## config.mk

```make
export PLATFORM = sky130hd
export DESIGN_NAME = rd_ptr_ctrl_fwft_flat
export DESIGN_NICKNAME = d
export VERILOG_FILES = /design/src/rtl/rd_ptr_ctrl_fwft_if.sv /design/src/rtl/rd_ptr_ctrl_fwft.sv /design/src/flat_wrapper.sv
export SDC_FILE = /design/constraint.sdc
export NUM_CORES = 1
export LEC_CHECK = 0
export BUFFER_PORTS_ARGS = -buffer_cell sky130_fd_sc_hd__buf_2
export CAP_MARGIN = 5
export CORE_MARGIN = 2
export CORE_UTILIZATION = 50
export DETAILED_ROUTE_END_ITERATION = 7
export PLACE_DENSITY_LB_ADDON = 0.08
export SLEW_MARGIN = 10
export SYNTH_ARGS = -nofsm -noshare
export SYNTH_HDL_FRONTEND = slang
export SYNTH_SLANG_ARGS = --single-unit
```

## constraint.sdc

```tcl
create_clock -name i_rclk -period 5.87 [get_ports i_rclk]
set_input_delay 0.2935 -clock i_rclk [delete_from_list [all_inputs] [get_ports i_rclk]]
set_output_delay 0.2935 -clock i_rclk [all_outputs]
set_load 0.005 [all_outputs]
```

## src/rtl/rd_ptr_ctrl_fwft_if.sv

```systemverilog
// Consumer-side valid/ready handshake of the FIFO read port.
//   o_rvalid : head word on o_rdata is valid (driven by the controller)
//   o_rdata  : head-of-FIFO word, first-word-fall-through
//   i_rready : consumer accepts the head word this cycle
// Signal names keep the controller's point of view (i_ = into controller).
interface rd_ptr_ctrl_fwft_if #(
  parameter int DATA_W = 8
);
  logic              i_rready;
  logic              o_rvalid;
  logic [DATA_W-1:0] o_rdata;

  // Controller side: produces the data and valid flag.
  modport master (
    output o_rvalid,
    output o_rdata,
    input  i_rready
  );

  // Consumer side: observes data and valid, drives ready.
  modport slave (
    input  o_rvalid,
    input  o_rdata,
    output i_rready
  );
endinterface

```

## src/rtl/rd_ptr_ctrl_fwft.sv

```systemverilog
// Read-domain controller of the async FIFO.
// Owns the binary/gray read pointer and the registered memory-empty flag,
// drives the 1-cycle-latency synchronous RAM read port and presents words
// first-word-fall-through through a 2-entry (head + skid) output buffer.
// Ports:
//   i_rclk, i_rrst   read clock, asynchronous active-high reset
//   i_g_wptr_sync    gray write pointer, already synchronised into i_rclk
//   rd_if            consumer handshake (o_rvalid / o_rdata / i_rready)
//   o_ren, o_raddr   RAM read enable (combinational) and address
//   i_mem_rdata      RAM read data, valid the cycle after o_ren
//   o_g_rptr         registered gray read pointer for the write domain
//   o_mem_empty      registered: no unfetched words left in the RAM
//   o_rlevel         registered: words not yet popped (RAM + in flight + buffer)
//   o_almost_empty   registered: o_rlevel <= AE_THRESH
module rd_ptr_ctrl_fwft #(
  parameter int DEPTH     = 16,
  parameter int PTR_W     = $clog2(DEPTH),
  parameter int DATA_W    = 8,
  parameter int AE_THRESH = 2
) (
  input  logic                i_rclk,
  input  logic                i_rrst,
  input  logic [PTR_W:0]      i_g_wptr_sync,
  rd_ptr_ctrl_fwft_if.master  rd_if,
  output logic                o_ren,
  output logic [PTR_W-1:0]    o_raddr,
  input  logic [DATA_W-1:0]   i_mem_rdata,
  output logic [PTR_W:0]      o_g_rptr,
  output logic                o_mem_empty,
  output logic [PTR_W:0]      o_rlevel,
  output logic                o_almost_empty
);

  localparam logic [PTR_W:0] AE_LVL = AE_THRESH[PTR_W:0];

  function automatic logic [PTR_W:0] bin2gray(input logic [PTR_W:0] b);
    return b ^ (b >> 1);
  endfunction

  function automatic logic [PTR_W:0] gray2bin(input logic [PTR_W:0] g);
    logic [PTR_W:0] b;
    b[PTR_W] = g[PTR_W];
    for (int i = PTR_W - 1; i >= 0; i--) begin
      b[i] = b[i+1] ^ g[i];
    end
    return b;
  endfunction

  // State registers
  logic [PTR_W:0]    b_rptr_q, b_rptr_d;
  logic [PTR_W:0]    g_rptr_q, g_rptr_d;
  logic              mem_empty_q, mem_empty_d;
  logic              inflight_q, inflight_d;
  logic [1:0]        buf_cnt_q, buf_cnt_d;
  logic [DATA_W-1:0] head_q, head_d;
  logic [DATA_W-1:0] skid_q, skid_d;
  logic              rvalid_q, rvalid_d;
  logic [PTR_W:0]    level_q, level_d;
  logic              ae_q, ae_d;

  // Combinational helpers
  logic              pop_s;
  logic              load_s;
  logic              issue_s;
  logic [2:0]        occ_s;

  // Next-state logic: fetch decision, pointer advance, buffer moves, level.
  always_comb begin
    pop_s    = rvalid_q & rd_if.i_rready;
    load_s   = inflight_q;
    // Occupancy left after this cycle's pop; pop implies buf_cnt >= 1 so no underflow.
    occ_s    = {1'b0, buf_cnt_q} + {2'b00, inflight_q} - {2'b00, pop_s};
    // Fetch only when the buffer can absorb the word returning next cycle.
    issue_s  = ~mem_empty_q & (occ_s <= 3'd1);

    b_rptr_d    = b_rptr_q + {{PTR_W{1'b0}}, issue_s};
    g_rptr_d    = bin2gray(b_rptr_d);
    // Empty is a plain gray equality (no MSB inversion as used for full).
    mem_empty_d = (g_rptr_d == i_g_wptr_sync);
    inflight_d  = issue_s;

    head_d = head_q;
    skid_d = skid_q;
    if (load_s && (buf_cnt_q == 2'd0)) begin
      head_d = i_mem_rdata;
    end else if (load_s && !pop_s && (buf_cnt_q == 2'd1)) begin
      skid_d = i_mem_rdata;
    end else if (load_s && pop_s && (buf_cnt_q == 2'd1)) begin
      head_d = i_mem_rdata;
    end else if (!load_s && pop_s && (buf_cnt_q == 2'd2)) begin
      head_d = skid_q;
    end else begin
      head_d = head_q;
      skid_d = skid_q;
    end

    buf_cnt_d = buf_cnt_q + {1'b0, load_s} - {1'b0, pop_s};
    rvalid_d  = (buf_cnt_d != 2'd0);

    // Everything written but not yet popped: unfetched RAM words plus in-flight plus buffered.
    level_d = (gray2bin(i_g_wptr_sync) - b_rptr_d)
              + {{(PTR_W-1){1'b0}}, buf_cnt_d}
              + {{PTR_W{1'b0}}, inflight_d};
    ae_d    = (level_d <= AE_LVL);
  end

  // State update with asynchronous reset; reset drops any in-flight or buffered word.
  always_ff @(posedge i_rclk or posedge i_rrst) begin
    if (i_rrst) begin
      b_rptr_q    <= {(PTR_W+1){1'b0}};
      g_rptr_q    <= {(PTR_W+1){1'b0}};
      mem_empty_q <= 1'b1;
      inflight_q  <= 1'b0;
      buf_cnt_q   <= 2'd0;
      head_q      <= {DATA_W{1'b0}};
      skid_q      <= {DATA_W{1'b0}};
      rvalid_q    <= 1'b0;
      level_q     <= {(PTR_W+1){1'b0}};
      ae_q        <= 1'b1;
    end else begin
      b_rptr_q    <= b_rptr_d;
      g_rptr_q    <= g_rptr_d;
      mem_empty_q <= mem_empty_d;
      inflight_q  <= inflight_d;
      buf_cnt_q   <= buf_cnt_d;
      head_q      <= head_d;
      skid_q      <= skid_d;
      rvalid_q    <= rvalid_d;
      level_q     <= level_d;
      ae_q        <= ae_d;
    end
  end

  assign o_ren          = issue_s;
  assign o_raddr        = b_rptr_q[PTR_W-1:0];
  assign o_g_rptr       = g_rptr_q;
  assign o_mem_empty    = mem_empty_q;
  assign o_rlevel       = level_q;
  assign o_almost_empty = ae_q;
  assign rd_if.o_rvalid = rvalid_q;
  assign rd_if.o_rdata  = head_q;

endmodule

```

## src/flat_wrapper.sv

```systemverilog
// flat-port wrapper written by rule: the top's interface ports become plain ports
module rd_ptr_ctrl_fwft_flat 
#(
  parameter int DEPTH     = 16,
  parameter int PTR_W     = $clog2(DEPTH),
  parameter int DATA_W    = 8,
  parameter int AE_THRESH = 2
)
  (i_rclk, i_rrst, i_g_wptr_sync, o_ren, o_raddr, i_mem_rdata, o_g_rptr, o_mem_empty, o_rlevel, o_almost_empty, rd_if_o_rvalid, rd_if_o_rdata, rd_if_i_rready);
  rd_ptr_ctrl_fwft_if #(.DATA_W(DATA_W)) rd_if_i ();
  input  logic i_rclk;
  input  logic i_rrst;
  input  logic [PTR_W:0] i_g_wptr_sync;
  output logic o_ren;
  output logic [PTR_W-1:0] o_raddr;
  input  logic [DATA_W-1:0] i_mem_rdata;
  output logic [PTR_W:0] o_g_rptr;
  output logic o_mem_empty;
  output logic [PTR_W:0] o_rlevel;
  output logic o_almost_empty;
  output wire logic [$bits(rd_if_i.o_rvalid)-1:0] rd_if_o_rvalid;
  output wire logic [$bits(rd_if_i.o_rdata)-1:0] rd_if_o_rdata;
  input wire logic [$bits(rd_if_i.i_rready)-1:0] rd_if_i_rready;
  assign rd_if_o_rvalid = rd_if_i.o_rvalid;
  assign rd_if_o_rdata = rd_if_i.o_rdata;
  assign rd_if_i.i_rready = rd_if_i_rready;
  rd_ptr_ctrl_fwft #(.DEPTH(DEPTH), .PTR_W(PTR_W), .DATA_W(DATA_W), .AE_THRESH(AE_THRESH)) u_core (.i_rclk(i_rclk), .i_rrst(i_rrst), .i_g_wptr_sync(i_g_wptr_sync), .rd_if(rd_if_i), .o_ren(o_ren), .o_raddr(o_raddr), .i_mem_rdata(i_mem_rdata), .o_g_rptr(o_g_rptr), .o_mem_empty(o_mem_empty), .o_rlevel(o_rlevel), .o_almost_empty(o_almost_empty));
endmodule
```

==> results of run 1 <==
-- cell usage in the layout (no fill, tap or decap) --
master and n:
dfstp_2 2, a21oi_2 1, fa_1 2, a21oi_1 1, nand2_1 4, xor3_2 1
xnor2_1 7, xnor2_2 1, nand2b_1 1, buf_2 41, inv_1 10, and2_1 1
dfrtp_1 34, nor2_1 3, xor2_1 10, xnor3_1 2, buf_4 1, nor3_1 3
nand3_1 3, mux2_2 24, xor3_4 1, and2_0 1, a21o_1 2, nor4b_1 2
and3_2 1, clkbuf_8 6, ha_1 12, a2111oi_4 1, o21ai_1 1, nand3b_1 1
o41ai_1 1, clkinv_2 2, o21bai_1 1
-- flip-flops by register name (all words and copies together) (netlist names) --
name	flops
u_core.o_almost_empty	1
u_core.skid_q	8
u_core.buf_cnt_q	2
u_core.inflight_q	1
u_core.rd_if.o_rvalid	1
u_core.o_g_rptr	4
u_core.rd_if.o_rdata	8
u_core.b_rptr_q	5
u_core.o_rlevel	5
u_core.o_mem_empty	1
-- final cells by class --
cell class,instances,area share (%)
Clock buffer,6,3.73
Clock inverter,2,0.452
Inverter,10,1.69
Multi-Input combinational cell,88,41.0
Sequential cell,36,40.8
Tap cell,48,2.71
Timing Repair Buffer,42,9.60
-- tightest hold or removal path, cell delays in order --
cell and delay (ns):
buf_2 0.10, inv_1 0.04, buf_4 0.39
-- metal layers --
| layer | up-vias | wire length, um | global-route usage [%] |
|---|---|---|---|
| met1 | 549 | 1310 | 20.4 |
| met4 | 0 | 50 | 6.38 |
| met3 | 7 | 197 | 5.38 |
| met5 | - | 0 | 0 |
| li1 | 561 | - | - |
| met2 | 31 | 1580 | 29.3 |
-- through the flow --
| step | hold slack, ns | setup WS (ns) | utilization (%) | cell area [um^2] | instances |
|---|---|---|---|---|---|
| global placement | 0.413 | 1.60 | 58.8 | 2120 | 224 |
| global route | 0.134 | 1.13 | 61.4 | 2210 | 232 |
| finish | 0.0981 | 1.50 | 61.4 | 2210 | 232 |
| detailed placement | 0.424 | 1.47 | 58.8 | 2120 | 224 |
| floorplan | 0.443 | 1.60 | - | 1860 | 136 |
| CTS | 0.107 | 1.46 | 61.4 | 2210 | 232 |
-- cells by family (layout without fill, tap and decap cells) --
| logic type | Yosys count | count (layout) | share of synthesized area, % |
|---|---|---|---|
| flip-flops | 36 | 36 | 48.7 |
| multiplexers | 24 | 24 | 14.6 |
| XOR/XNOR | 22 | 22 | 14.2 |
| AND/OR/NAND/NOR | 20 | 20 | 5.80 |
| adder cells (fa/ha/maj) | 14 | 14 | 10.2 |
| buffers and inverters | 12 | 60 | 2.43 |
| AO/OA/AOI/OAI | 8 | 8 | 4.18 |
-- path summary, 6_finish.rpt --
path / end / slack, ns / cells past startpoint
setup / recovery: u_core.o_almost_empty$_DFF_PP1_ / 1.50 / 17
hold / removal: u_core.skid_q[2]$_DFFE_PP0P_ / 0.1 / 3
setup reg to reg: u_core.o_almost_empty$_DFF_PP1_ / 1.50 / 17
hold reg to reg: u_core.rd_if.o_rdata[2]$_DFFE_PP0P_ / 0.50 / 1
max in group asynchronous: u_core.o_almost_empty$_DFF_PP1_ / 5.44 / 3
min in group i_rclk: u_core.skid_q[3]$_DFFE_PP0P_ / 0.25 / 2
==> qor.yml, run 1 <==
max-cap-violations: 0
drive_gt1_share_pct: 44.6
synth_largest_area_cell: "dfrtp_1"
rsz0062_at_grt: "false"
drc: 0
skew_ns: 0.00431
die_w_um: 64.9
syn-num-nets: 166
cts_tree: "built"
grt_first_pass_wirelength_um: 5370
port_buffers: 41
clkSinkCount: 36
drt-vias-per-instance: 4.95
grt_usage_pct: 17.2
gp_congestion: 0.710
routed_wl_um: 3140
outcome: "completed"
fillers: 318
ys_top_cells_by_area: "dfrtp_1 (46%), mux2_2 (15%), ha_1 (8.1%)"
nets: 213
slew_viol_final: 0
start_kind: "register"
synthCells: 136
critPathBufInv: 3
die_y_um: 64.9
worst_setup_path_end_kind: "register"
synth_edf_count: 0
cts_setup_buffers: 0
wire_per_inst_um: 13.6
synth_area_um2: 1860
yosysSeqAreaShare_pct: 48.7
diodes: 0
htreeDepth: 2
yosysMostFrequentCell: "dfrtp_1"
clkLatencyLatePin_ns: 0.29
num_vias: 1148
cp.required_ns: 6.07
cp-startpoint: "u_core.rd_if.o_rvalid$_DFF_PP0_"
synth_top_area_share_pct: 45.8
grt_remaining_overflow: 0
antenna_found_initial: 0
ys.flop_type: "dfrtp_1"
crit_family: "adder cells"
cpMostUsedCell: "ha_1"
hold_violations: 0
clockBufferDepth: 2
crit_fanout: 6
rows: 22
criticalPathCategory: "register to register"
die_area_um2: 4220
synth_warnings: 0
synthDistinctLibCells: 30
io_pins: 42
path_clk_slew_ns: 0.07
area_growth_syn_to_layout_pct: 19.3
tns_ns: 0
multi_input_area_um2: 908
postRouteAntennaNets: 0
initial_core_util_pct: 51.5
critPathArrivalTime_ns: 4.57
grt_pass1_vias: 1226
finalCritPeriodShare_pct: 74.5
crit_chain: "nand2_1, ha_1, inv_1, ha_1, inv_1, fa_1, inv_1, nor3_1, ha_1, ha_1, xor2_1, ha_1, fa_1, nand3_1, nand2_1, xnor3_1, a2111oi_4"
clockRootBuffer: "clkbuf_8"
cpPeakStageDelay_ns: 0.53
postCtsHoldBufs: 0
finalSetupViolCount: 0
regArea_um2: 903
crit-reg2reg-launch: "u_core.rd_if.o_rvalid$_DFF_PP0_"
avgSynthCellArea_um2: 13.7
async_flop_share_pct: 100
dr.pass1.iters: 4
cts_buffers: 5
dp_hpwl_um: 2420
hold_class: "input port to asynchronous set/reset pin"
critPathSlowestCell: "fa_1"
slew_headroom_pct: 50.0
finalCriticalPeriod_ns: 4.37
ys_seq_elements: 36
cts.repair.resized: 0
tightest_slew_ns: 0.745
yosys-top-cells-count: "dfrtp_1 (34), mux2_2 (24), ha_1 (12), inv_1 (10), xor2_1 (10)"
core_um2: 3610
grt_max_degree: 37
drt_iter0_drc: 33
max_freq_mhz: 229
Power of run 1 is not shown: default switching activity piles up to over one toggle a cycle in this logic, so the estimate is an artifact.
==> run 2: changes to the inputs <==
--- a/config.mk
+++ b/config.mk
@@ -5,10 +5,11 @@
 export SDC_FILE = /design/constraint.sdc
 export NUM_CORES = 1
 export LEC_CHECK = 0
+export ABC_AREA = 1
 export BUFFER_PORTS_ARGS = -buffer_cell sky130_fd_sc_hd__buf_2
 export CAP_MARGIN = 5
 export CORE_MARGIN = 2
-export CORE_UTILIZATION = 50
+export CORE_UTILIZATION = 49
 export DETAILED_ROUTE_END_ITERATION = 7
 export PLACE_DENSITY_LB_ADDON = 0.08
 export SLEW_MARGIN = 10
==> constraint.sdc (replaced) <==
create_clock -name i_rclk -period 4 [get_ports i_rclk]
set_input_delay 0.2 -clock i_rclk [delete_from_list [all_inputs] [get_ports i_rclk]]
set_output_delay 0.2 -clock i_rclk [all_outputs]
set_load 0.005 [all_outputs]
==> run 2 against run 1 <==
Net effect:
- routed wire length is 15% higher
- clock-buffer cell count is 2 higher
- worst setup slack worse by 1.2 ns
- critical path type unchanged
- highest routed layer unchanged
- critical endpoint unchanged
==> qor.yml, run 2 <==
outcome: "completed"
drc: 0  # unchanged
synth_edf_count: 0  # unchanged
criticalPathCategory: "register to register"
layout_common_cells: "nand2_1 (71), buf_2 (41), dfrtp_1 (34)"
mostFrequentLayoutCell: "nand2_1"
synthDistinctLibCells: 27  # -10%
rrSetupSlack_ns: 0.33  # -1.17 ns
nets: 321  # +51%
postRouteAntennaNets: 0  # unchanged
yosys-top-cells-count: "nand2_1 (71), dfrtp_1 (34), inv_1 (30), nor2_1 (21), a21oi_1 (17)"
rsz0062_at_grt: "false"
num_vias: 1644  # +43%
gp_congestion: 0.819  # +15%
finalCriticalPeriod_ns: 3.67  # -0.701 ns
multi_input_area_um2: 983  # +8.3%
clkSinkCount: 36  # unchanged
antenna_found_initial: 0  # unchanged
slew_viol_final: 0  # unchanged
tightest_slew_ns: 0.453  # -0.292 ns
crit_fanout: 6  # unchanged
finalCritPeriodShare_pct: 91.8  # +17 points
async_flop_share_pct: 100  # unchanged
worstSetupEndpoint: "u_core.o_almost_empty$_DFF_PP1_"
synth_largest_area_cell: "dfrtp_1"
clockBufferDepth: 2  # unchanged
routed_wl_um: 3620  # +15%
slew_headroom_pct: 69.8  # +20 points
regArea_um2: 903  # unchanged
port_buffers: 41  # unchanged
area_growth_syn_to_layout_pct: 21.6
fillers: 353  # +11%
io_pins: 42  # unchanged
max_freq_mhz: 272  # +19%
hold_class: "input port to asynchronous set/reset pin"
clkLatencyLatePin_ns: 0.29  # about the same
grt_remaining_overflow: 0  # unchanged
hold_violations: 0  # unchanged
tns_ns: 0  # unchanged
yosysSeqAreaShare_pct: 45.5  # -3.1 points
core_um2: 3940  # +9.3%
grt_usage_pct: 17.5  # +0.33 points
htreeDepth: 2  # unchanged
finalSetupViolCount: 0  # unchanged
cts_tree: "built"
cts_buffers: 5  # unchanged
syn-num-nets: 272  # +64%
grt_first_pass_wirelength_um: 5750  # +7.2%
synthCells: 242  # +78%
max-cap-violations: 0  # unchanged
ys_top_cells_by_area: "dfrtp_1 (43%), nand2_1 (13%), ha_1 (7.6%)"
ys_seq_elements: 36  # unchanged
drt_iter0_drc: 64  # +94%
critPathArrivalTime_ns: 3.89  # -0.68 ns
dp_hpwl_um: 2750  # +14%
path_clk_slew_ns: 0.07  # about the same
rows: 23  # +4.5%
cp-startpoint: "u_core.rd_if.o_rvalid$_DFF_PP0_"
grt_pass1_vias: 1324  # +8.0%
synth_warnings: 0  # unchanged
die_y_um: 67.6  # +4.2%
start_kind: "register"
reg2reg_depth: 24  # +7
wire_per_inst_um: 10.6  # -22%
drive_gt1_share_pct: 28.4  # -16 points
avgSynthCellArea_um2: 8.20  # -40%
yosysMostFrequentCell: "nand2_1"
grt_max_degree: 37  # unchanged
synth_top_area_share_pct: 42.9  # -2.9 points
initial_core_util_pct: 50.3  # -1.2 points
die_w_um: 67.6  # +4.2%
postCtsHoldBufs: 0  # unchanged
crit-reg2reg-launch: "u_core.rd_if.o_rvalid$_DFF_PP0_"
r2r_end: "u_core.o_almost_empty$_DFF_PP1_"
worst_setup_path_end_kind: "register"
clockRootBuffer: "clkbuf_8"
ys.flop_type: "dfrtp_1"
diodes: 0  # unchanged
dr.pass1.iters: 4  # unchanged
skew_ns: 0.00654  # +0.00223 ns
synth_area_um2: 1980  # +6.9%
die_area_um2: 4580  # +8.5%
cp.required_ns: 4.22  # -1.85 ns
drt-vias-per-instance: 4.81  # -2.9%
## run 2: cell types whose count changed after synthesis, moves of 8 or more
cell | previous run | this run
o21ai_0 | 0 | 8
nand3_1 | 3 | 11
mux2_2 | 24 | 0
nor2_1 | 3 | 21
inv_1 | 10 | 30
nand2_1 | 4 | 71
a21oi_1 | 1 | 17
## run 2: worst min path at each step
stage | endpoint | slack, ns | cells past startpoint
after global routing | u_core.buf_cnt_q[1]$_DFF_PP0_ | 0.05 | 3
after detailed placement | u_core.rd_if.o_rvalid$_DFF_PP0_ | 0.33 | 3
final | u_core.b_rptr_q[1]$_DFF_PP0_ | 0.007 | 3
after global placement | u_core.buf_cnt_q[0]$_DFF_PP0_ | 0.33 | 3
after floorplan | u_core.b_rptr_q[0]$_DFF_PP0_ | 0.37 | 1
after CTS | u_core.b_rptr_q[1]$_DFF_PP0_ | 0.02 | 3
## run 2: through the flow
stage	hold slack (ns)	worst slack, ns	cells	cell area [um^2]	utilization (%)
2_1_floorplan	0.366	0.0956	242	1980	-
3_3_place_gp	0.335	0.123	334	2260	57.4
3_5_place_dp	0.333	0.0578	334	2260	57.4
4_1_cts	0.0155	0.0356	342	2350	59.7
5_1_grt	0.0492	0.0504	342	2410	61.2
6_report	0.00704	0.328	342	2410	61.2
## run 2: what timing repair did
item,in CTS,in global routing
gates resized for setup,0,10
setup endpoints to repair,0,3
setup buffers,0,0
## run 2: cell families (layout without fill, tap and decap cells)
logic type	after synthesis	count (layout)	share of synthesized area, %
AND/OR/NAND/NOR	122	122	27.4
AO/OA/AOI/OAI	28	28	8.13
XOR/XNOR	3	3	1.32
adder cells (fa/ha/maj)	14	14	9.58
buffers and inverters	39	89	8.01
flip-flops	36	36	45.5
## run 2: worst max-delay path, cell delays in order (launching register included)
cell      delay, ns
dfrtp_1        0.35
nand2_2        0.06
ha_1           0.28
inv_1          0.06
ha_1           0.13
inv_1          0.04
fa_1           0.51
inv_2          0.07
nor2_2         0.09
and3_1         0.18
ha_2           0.21
ha_4           0.22
inv_2          0.07
nand3_2        0.07
nand2_1        0.07
inv_1          0.06
ha_4           0.22
fa_2           0.39
nand3_1        0.11
nand3b_1       0.08
nand2_1        0.09
inv_1          0.04
nand2_1        0.06
nand3_1        0.06
nor2_1         0.10
## run 2: area by class of cell
| type | instances | area share [%] |
|---|---|---|
| timing repair buffer | 46 | 10.1 |
| tap | 50 | 2.59 |
| multi-input combinational | 167 | 40.7 |
| inverter | 35 | 5.44 |
| clock buffer | 8 | 3.73 |
| sequential | 36 | 37.4 |
## run 2: routing by layer
layer  up-vias  wire length [um]  global-route usage, %
li1        862                 -                      -
met1       746              1680                   21.8
met2        30              1730                   27.6
met3         6               151                   5.00
met4         0                61                   9.18
met5         -                 0                      0
Power of run 2 is left out for the same reason.
